==> src/rtl/zero_detect_pipe.sv <==
// zero_detect_pipe: pipelined zero / all-ones / nonzero detector with a
// valid/ready handshake on both sides and a saturating hit counter.
// The OR and AND reductions are built as balanced 2-input trees. Their levels
// are spread evenly over PIPE register stages.
// Optional feature: define ZERO_DETECT_PIPE_STICKY_EN to get a sticky hit
// flag. Without it, sticky is tied to 0 and no register exists for it.
module zero_detect_pipe #(
   parameter int WIDTH = 16,
   parameter int PIPE  = 2
) (
   input  logic             clk,
   input  logic             rst_n,
   input  logic             in_valid,
   output logic             in_ready,
   input  logic [WIDTH-1:0] in_data,
   input  logic [1:0]       in_mode,
   output logic             out_valid,
   input  logic             out_ready,
   output logic             out_flag,
   output logic [7:0]       hit_cnt,
   output logic             sticky,
   input  logic             clr
);

   localparam int LOG_W = $clog2(WIDTH);

   // Number of tree levels completed by the end of stage index s (0..PIPE).
   function automatic int lvl(input int s);
      return (LOG_W * s) / PIPE;
   endfunction

   // Apply tree levels lo..hi-1 to a partial vector. Results for the pairs
   // land in the low bits. Bits above the surviving width are zeroed, so the
   // last stage can be collapsed with a plain OR.
   function automatic logic [WIDTH-1:0] reduce_lv(input logic [WIDTH-1:0] v,
                                                  input int lo, input int hi,
                                                  input logic is_and);
      logic [WIDTH-1:0] r;
      r = v;
      for (int l = 0; l < LOG_W; l++) begin
         if (l >= lo && l < hi) begin
            for (int i = 0; i < WIDTH / 2; i++) begin
               if (i < (WIDTH >> (l + 1)))
                  r[i] = is_and ? (r[2*i] & r[2*i+1]) : (r[2*i] | r[2*i+1]);
            end
         end
      end
      for (int i = 0; i < WIDTH; i++) begin
         if (i >= (WIDTH >> hi)) r[i] = 1'b0;
      end
      return r;
   endfunction

   logic [PIPE-1:0]  valid_q;
   logic [PIPE-1:0]  load;
   logic [PIPE-1:0]  valid_src;
   logic [WIDTH-1:0] or_q    [PIPE];
   logic [WIDTH-1:0] and_q   [PIPE];
   logic [WIDTH-1:0] or_src  [PIPE];
   logic [WIDTH-1:0] and_src [PIPE];
   logic [WIDTH-1:0] or_d    [PIPE];
   logic [WIDTH-1:0] and_d   [PIPE];
   logic [1:0]       mode_q  [PIPE];
   logic [1:0]       mode_src[PIPE];
   logic             flag_raw;
   logic             hit;
   logic [7:0]       hit_cnt_q, hit_cnt_d;

   // Load enables ripple back from the output: a stage loads when empty or when its successor loads.
   always_comb begin
      logic adv;
      adv  = out_ready;
      load = '0;
      for (int k = PIPE - 1; k >= 0; k--) begin
         adv     = ~valid_q[k] | adv;
         load[k] = adv;
      end
   end

   assign in_ready = load[0];

   // Gather each stage's source and apply that stage's share of the tree levels.
   always_comb begin
      or_src[0]    = in_data;
      and_src[0]   = in_data;
      mode_src[0]  = in_mode;
      valid_src    = '0;
      valid_src[0] = in_valid;
      for (int k = 1; k < PIPE; k++) begin
         or_src[k]    = or_q[k-1];
         and_src[k]   = and_q[k-1];
         mode_src[k]  = mode_q[k-1];
         valid_src[k] = valid_q[k-1];
      end
      for (int k = 0; k < PIPE; k++) begin
         or_d[k]  = reduce_lv(or_src[k],  lvl(k), lvl(k + 1), 1'b0);
         and_d[k] = reduce_lv(and_src[k], lvl(k), lvl(k + 1), 1'b1);
      end
   end

   // Stage registers: each stage holds its valid bit, partial reductions and mode.
   always_ff @(posedge clk or negedge rst_n) begin
      if (!rst_n) begin
         valid_q <= '0;
         for (int k = 0; k < PIPE; k++) begin
            or_q[k]   <= '0;
            and_q[k]  <= '0;
            mode_q[k] <= 2'b00;
         end
      end else begin
         for (int k = 0; k < PIPE; k++) begin
            if (load[k]) begin
               valid_q[k] <= valid_src[k];
               or_q[k]    <= or_d[k];
               and_q[k]   <= and_d[k];
               mode_q[k]  <= mode_src[k];
            end
         end
      end
   end

   // Final mode select. The flag is gated by valid, so it reads 0 when the output is empty.
   always_comb begin
      flag_raw = 1'b0;
      case (mode_q[PIPE-1])
         2'b00:   flag_raw = ~(|or_q[PIPE-1]);
         2'b01:   flag_raw = |and_q[PIPE-1];
         2'b10:   flag_raw = |or_q[PIPE-1];
         default: flag_raw = 1'b0;
      endcase
   end

   assign out_valid = valid_q[PIPE-1];
   assign out_flag  = out_valid & flag_raw;
   assign hit       = out_valid & out_ready & out_flag;

   // Saturating hit counter. If clr and a hit arrive together, the count becomes 1.
   always_comb begin
      hit_cnt_d = hit_cnt_q;
      if (clr)
         hit_cnt_d = hit ? 8'd1 : 8'd0;
      else if (hit && hit_cnt_q != 8'hFF)
         hit_cnt_d = hit_cnt_q + 8'd1;
   end

   // Hit counter register.
   always_ff @(posedge clk or negedge rst_n) begin
      if (!rst_n) hit_cnt_q <= 8'd0;
      else        hit_cnt_q <= hit_cnt_d;
   end

   assign hit_cnt = hit_cnt_q;

`ifdef ZERO_DETECT_PIPE_STICKY_EN
   logic sticky_q;

   // Sticky hit flag. A set takes priority over a simultaneous clr.
   always_ff @(posedge clk or negedge rst_n) begin
      if (!rst_n)   sticky_q <= 1'b0;
      else if (hit) sticky_q <= 1'b1;
      else if (clr) sticky_q <= 1'b0;
   end

   assign sticky = sticky_q;
`else
   assign sticky = 1'b0;
`endif

endmodule

==> config.mk <==
export PLATFORM = sky130hd
export DESIGN_NAME = zero_detect_pipe
export DESIGN_NICKNAME = d
export VERILOG_FILES = /design/src/rtl/zero_detect_pipe.sv
export SDC_FILE = /design/constraint.sdc
export NUM_CORES = 1
export LEC_CHECK = 0
export BUFFER_PORTS_ARGS = -buffer_cell sky130_fd_sc_hd__buf_2
export CAP_MARGIN = 30
export CORE_ASPECT_RATIO = 0.7
export CORE_MARGIN = 3
export CORE_UTILIZATION = 55
export CTS_BUF_LIST = sky130_fd_sc_hd__clkbuf_16
export DETAILED_ROUTE_END_ITERATION = 8
export PLACE_DENSITY = 0.89
export SYNTH_ARGS = -nofsm -noshare
export SYNTH_HDL_FRONTEND = slang
export SYNTH_SLANG_ARGS = --single-unit
==> constraint.sdc <==
create_clock -name clk -period 4.3 [get_ports clk]
set_input_delay 0.645 -clock clk [delete_from_list [all_inputs] [get_ports clk]]
set_output_delay 0.645 -clock clk [all_outputs]
set_load 0.005 [all_outputs]
Word-level counts from Yosys, hierarchy flattened
Index checks and enable logic that the tools add are counted.
Cells by class
  add/subtract/negate cells: 1
  mux-type cells: 4
  equality and inequality tests: 3
  reduce and logical (&&, ||, !) cells: 3
  bitwise operators: 38
Operators with widths (count)
  $and 1x1->1: 18
  $or 1x1->1: 17
  $mux 8: 2
  $add 8x1->8 const B: 1
  $ne 8x8->1 const B: 1
  $not 1->1: 3
  $pmux 1 s3: 1
  $eq 2x1->1 const B: 1
  $eq 2x2->1 const B: 1
  $logic_not 2->1: 1
  $reduce_bool 2->1: 1
  $logic_and 1x1->1: 1
  $mux 1: 1
Storage, ports and cells
  output and inout port bits: 12
  bits of input ports: 23
  logic and storage cells: 58
  bits in registers: 24

Depth between registers and ports, before layout
Gate-level depths: netlist of run 1.
  depth after elaboration: 7
  mapped depth: 7
  gate-level depth less buffers: 5

Worst setup path after synthesis of run 1
Ideal clock, no wire load.
  kind: in2out
  start point: input port out_ready
  end point: output port in_ready
  path buffers: 2
  arrival: 1.206 ns
  data required time: 3.655 ns
  stages: 5
  path slack: 2.449 ns
  path through: nor2b_1 buf_4 and2_4 buf_8 inv_2
On the way
  longest elaborated chain between the ends: 2
Ends and longest elaborated chain
  from (decl): line 18  | input logic out_ready,
  $or 1x1->1 (2 in series): line 75  | adv = ~valid_q[k] | adv;
  to (decl): line 14  | output logic in_ready,
Every way passes these cells.

Worst setup path after layout of run 1
Same ends and word-level chain as after synthesis.

==> results.toml, run 1 <==
[timing]
rsz0062_at_grt = "false"
clock_skew_ns = 0.00703
tightest_slew_ns = 0.523
max_freq_mhz = 407
drv_slew = 0
max_slew_margin = 0.650
period_needed_ns = 2.46
setup_slack_ns = 1.84
fin_setup_tns_ns = 0
setup_viol = 0
hold_viol_final = 0
finalHoldWorstSlack_ns = 0.359
min_period_over_period = 0.571

[floorplanning]
die_w_um = 63.9
die_h_um = 46.6
start_util = 0.590
io_pins = 35
fp-row-count = 14
core-area_sq_mm = 0.00219
die_area_sq_mm = 0.00298

[clock_network]
post_cts_resized = 0
clockBufferDepth = 2
holdBufCountCts = 0
cts_made_buffers = 3
cts_sinks = 24
htree_levels = 1
worstSkewPairLatency_ns = 0.25
cts_root_buffer = "clkbuf_16"
tritoncts = "yes"
post_cts_buffers = 0
path_clk_slew_ns = 0.06

[logic_synthesis]
seq_area_frac_synth = 0.465
synth.most_common_cell = "dfrtp_1"
synth-seq-cells = 24
synth_edf_count = 0
synth_area_sq_mm = 0.00129
synthFlopType = "dfrtp_1"
syn-num-nets = 146
synthTopCellsByCount = "24 x dfrtp_1, 19 x nand2_1, 9 x o21ai_2"
synth_top_cell_area_share = 0.465
synth_top_cell_by_area = "dfrtp_1"
synth.avg_cell_area_sq_um = 10.6
yosys-top-cells-area = "dfrtp_1 46%, o21ai_2 6.1%, nand2_1 5.5%"
async_flop_share = 1.00
synth_cell_type_count = 42
synthCells = 122
ys.warnings.count = 0

[cells_and_area]
final_area_sq_mm = 0.00153
utilization = 0.699
stdcell_count = 186
drive_gt1_frac = 0.377
syn_to_final_growth_pct = 18.5
num-nets-final = 179
n_antenna_cell = 0

[global_route]
gr-total-overflow = 0
grt_pass1_wl_um = 4400
grt_use_total = 0.197
grt_pass1_vias = 933
antenna_found_initial = 0
grt_max_degree = 25

[setup_path]
crit_arrival_ns = 1.81
ff2ff_path_depth = 5
cp_cell_sequence = "buf_2 > nor2b_1 > and2_4 > inv_2 > buf_2"
criticalPathCategory = "in -> out"
cp.depth = 5
cp-endpoint = "in_ready"
endpoint_kind = "output pin"
startpoint_type = "input pin"
crit_start = "out_ready"
crit_buf_inv = 3
crit_required_ns = 3.65
critPathSlowestCell = "nor2b_1"
crit_family = "simple AND/OR/NAND/NOR gates"
r2r_setup_slack_ns = 2.68
r2r_start = "hit_cnt[1]"
cp_common_cell = "buf_2"
reg2reg_to = "hit_cnt[0]"
cp_max_fo = 19
cpPeakStageDelay_ns = 0.42

[place]
io_buffer_count = 33
gp_congestion = 0.829
hpwl_um = 2040
placed_area_sq_mm = 0.00145
dp_cells = 182
dp_slack_ns = 1.87

[power_and_ir_drop]
power_mw = 0.532
power_density_mw_per_mm2 = 347
p_leak_nw = 0.674
vdd_drop_max_mv = 0.320

[routing]
routedLengthMet1_um = 1240
drtIter0Drc = 57
postRouteAntennaNets = 0
viasPerCell = 5.72
vias = 1063
wl_met2_um = 1280
topRoutingLayerUsed = "met4"
drt_wl_total_um = 2680
routed-wl-met3_um = 117
wl_per_cell_um = 14.4
drt_pass1_iterations = 4
post-route-drc-count = 0

[worst_hold_path]
hp-class = "in -> async"

[flow_run]
drv_cap = 0

[status]
status = "finished, final reports clean"
power breakdown:
part           leakage [nW]  total (mW)  switching (mW)  internal [mW]
Clock                0.0385       0.197          0.0734          0.124
Combinational         0.335      0.0818          0.0473         0.0345
Sequential            0.300       0.252          0.0120          0.240
cells in the final DEF, fill, tap and decap left out, types with 2 or more instances in the layout:
| cell | n |
|---|---|
| a311oi_1 | 4 |
| a31oi_1 | 2 |
| and2_1 | 2 |
| and4_4 | 2 |
| buf_2 | 33 |
| clkbuf_16 | 3 |
| dfrtp_1 | 24 |
| inv_1 | 3 |
| mux2_1 | 3 |
| nand2_1 | 19 |
| nand2_2 | 3 |
| nand2b_1 | 3 |
| nand4_1 | 5 |
| nor2_1 | 4 |
| nor2b_1 | 3 |
| nor3_1 | 2 |
| nor4_1 | 5 |
| o21ai_1 | 2 |
| o21ai_2 | 9 |
| o41ai_1 | 2 |
layout make-up:
type	instances	area, sq um
Fill cell	165	658
Clock inverter	1	3.75
Inverter	4	15.0
Tap cell	32	40.0
Multi-Input combinational cell	89	632
Timing Repair Buffer	33	165
Sequential cell	24	601
Clock buffer	3	75.1
worst min-delay path by stage:
stage / to / startpoint / depth (start not counted) / slack (ns)
after floorplan: and_q[0] / rst_n / 0 / 0.35
after global placement: mode_q[3] / mode_q[3] / 2 / 0.46
after detailed placement: mode_q[3] / mode_q[3] / 2 / 0.45
after CTS: hit_cnt[0] / rst_n / 1 / 0.38
after global routing: hit_cnt[1] / rst_n / 1 / 0.41
final: hit_cnt[0] / rst_n / 1 / 0.36
layer usage:
metal  GRT usage  up-vias
met2       0.314       32
li1            -      513
met5           0        -
met4      0.0644        0
met1       0.267      514
met3      0.0463        4
worst register-to-register path, delay by kind of cell, from the launching register on:
| family | cells | cell delay [ns] |
|---|---|---|
| flops | 1 | 0.41 |
| simple gates | 3 | 0.56 |
| compound gates | 1 | 0.18 |
| fa+ha+maj | 1 | 0.37 |
logic make-up (layout without fill, tap and decap cells):
logic type / Yosys count / count (layout) / synth area share
compound gates: 26 / 26 / 0.188
other cells: 1 / 1 / 0.00290
xor+xnor: 1 / 1 / 0.00678
simple gates: 56 / 56 / 0.248
flops: 24 / 24 / 0.465
fa+ha+maj: 1 / 1 / 0.00968
mux: 4 / 4 / 0.0339
buf+inv: 9 / 41 / 0.0465
sequential cells by signal, summed over array words and instances (netlist names):
name and cells:
and_q 5, or_q 5, hit_cnt 8, valid_q 2, mode_q 4
(Power assumes the default switching activity.)
==> inputs of run 2 (changes only) <==
CORE_UTILIZATION = 51   (was 55)
PLACE_DENSITY = 0.84   (was 0.89)
clock period = 2.4 ns   (was 4.3 ns; I/O delays follow)
==> run 2 against run 1 <==
Compared with the run above: sequential share of layout area decreased by 0.096 points; core utilization decreased by 2.5 points; critical endpoint unchanged; clock skew decreased by 0.0046 ns; sequential cell count unchanged; largest cell class unchanged; via count increased by 1.2%; final area increased by 0.24%; hold slack got worse by 0.28 ns; first-iteration DRC count increased by 35%; global-route usage increased by 0.44 points; register-to-register slack got worse by 1.9 ns.
==> results.toml, run 2 (synthesis results as in run 1) <==
[clock_network]
htree_levels = 1
post_cts_resized = 0
post_cts_buffers = 0
cts_sinks = 24
cts_root_buffer = "clkbuf_16"
path_clk_slew_ns = 0.06
cts_made_buffers = 3
clockBufferDepth = 2
worstSkewPairLatency_ns = 0.25
holdBufCountCts = 0
tritoncts = "yes"

[timing]
setup_viol = 0
clock_skew_ns = 0.00241
hold_viol_final = 0
fin_setup_tns_ns = 0
tightest_slew_ns = 0.521
finalHoldWorstSlack_ns = 0.0757
rsz0062_at_grt = "false"
max_slew_margin = 0.652
drv_slew = 0
setup_slack_ns = 0.553
min_period_over_period = 0.770
max_freq_mhz = 541
period_needed_ns = 1.85

[setup_path]
criticalPathCategory = "reg -> out"
cp.depth = 5
critPathSlowestCell = "dfrtp_1"
crit_arrival_ns = 1.49
ff2ff_path_depth = 4
endpoint_kind = "output pin"
crit_buf_inv = 3
cpPeakStageDelay_ns = 0.41
crit_family = "simple AND/OR/NAND/NOR gates"
crit_required_ns = 2.04
startpoint_type = "flop"
cp_max_fo = 19
cp_cell_sequence = "nor2b_1 > buf_4 > and2_4 > inv_2 > buf_2"

[place]
io_buffer_count = 33
gp_congestion = 0.815
dp_slack_ns = 0.777
placed_area_sq_mm = 0.00146
dp_cells = 183
hpwl_um = 2240

[power_and_ir_drop]
p_leak_nw = 0.677
vdd_drop_max_mv = 0.431
power_density_mw_per_mm2 = 620
power_mw = 0.951

[cells_and_area]
utilization = 0.674
final_cell_mix = "33 x buf_2, 24 x dfrtp_1, 19 x nand2_1"
final_area_sq_mm = 0.00154
n_antenna_cell = 0
syn_to_final_growth_pct = 18.8
final_common_cell = "buf_2"
stdcell_count = 186
largest_register_ffs = 8
num-nets-final = 180
drive_gt1_frac = 0.383

[global_route]
gr-total-overflow = 0
grt_pass1_wl_um = 4650
antenna_found_initial = 0
grt_use_total = 0.201
grt_pass1_vias = 984
grt_max_degree = 25

[floorplanning]
start_util = 0.568
die_h_um = 48.1
io_pins = 35
fp-row-count = 14
core-area_sq_mm = 0.00228
die_w_um = 66.2
die_area_sq_mm = 0.00318

[routing]
vias = 1076
postRouteAntennaNets = 0
post-route-drc-count = 0
viasPerCell = 5.78
drt_pass1_iterations = 4
drtIter0Drc = 77
drt_wl_total_um = 2890
wl_per_cell_um = 15.5

[flow_run]
drv_cap = 0

[worst_hold_path]
hp-class = "in -> async"

[status]
status = "finished, final reports clean"
run 2: cell types whose count changed in the layout (fill, tap and decap cells not counted), sizes merged:
cell	change
clkinv	-1
buf	+1
run 2: path summary, 6_finish.rpt:
path	startpoint	end	slack, ns
min in group clk	in_mode[1]	mode_q[3]	0.30
worst max-delay path	valid_q[1]	in_ready	0.55
worst min register to register	mode_q[2]	mode_q[2]	0.46
max in group asynchronous	rst_n	mode_q[1]	1.97
worst max register to register	hit_cnt[1]	hit_cnt[6]	0.78
worst min-delay path	rst_n	hit_cnt[6]	0.08
run 2: routing by layer:
| layer | up-vias | wire length [um] | global-route usage |
|---|---|---|---|
| met5 | - | 0 | 0 |
| met4 | 0 | 18 | 0.0486 |
| met3 | 3 | 185 | 0.0484 |
| met2 | 35 | 1430 | 0.337 |
| met1 | 521 | 1260 | 0.270 |
| li1 | 517 | - | - |
run 2: power breakdown:
group	switching, mW	internal, mW	leakage, nW
clock	0.128	0.220	0.0370
combinational	0.0857	0.0637	0.340
sequential	0.0227	0.431	0.300
run 2: layout make-up:
cell class                 instances  area [sq um]
timing repair buffer              34           173
inverter                           4          15.0
sequential                        24           601
tap                               32          40.0
multi-input combinational         89           632
clock buffer                       3          75.1
fill                             193           742
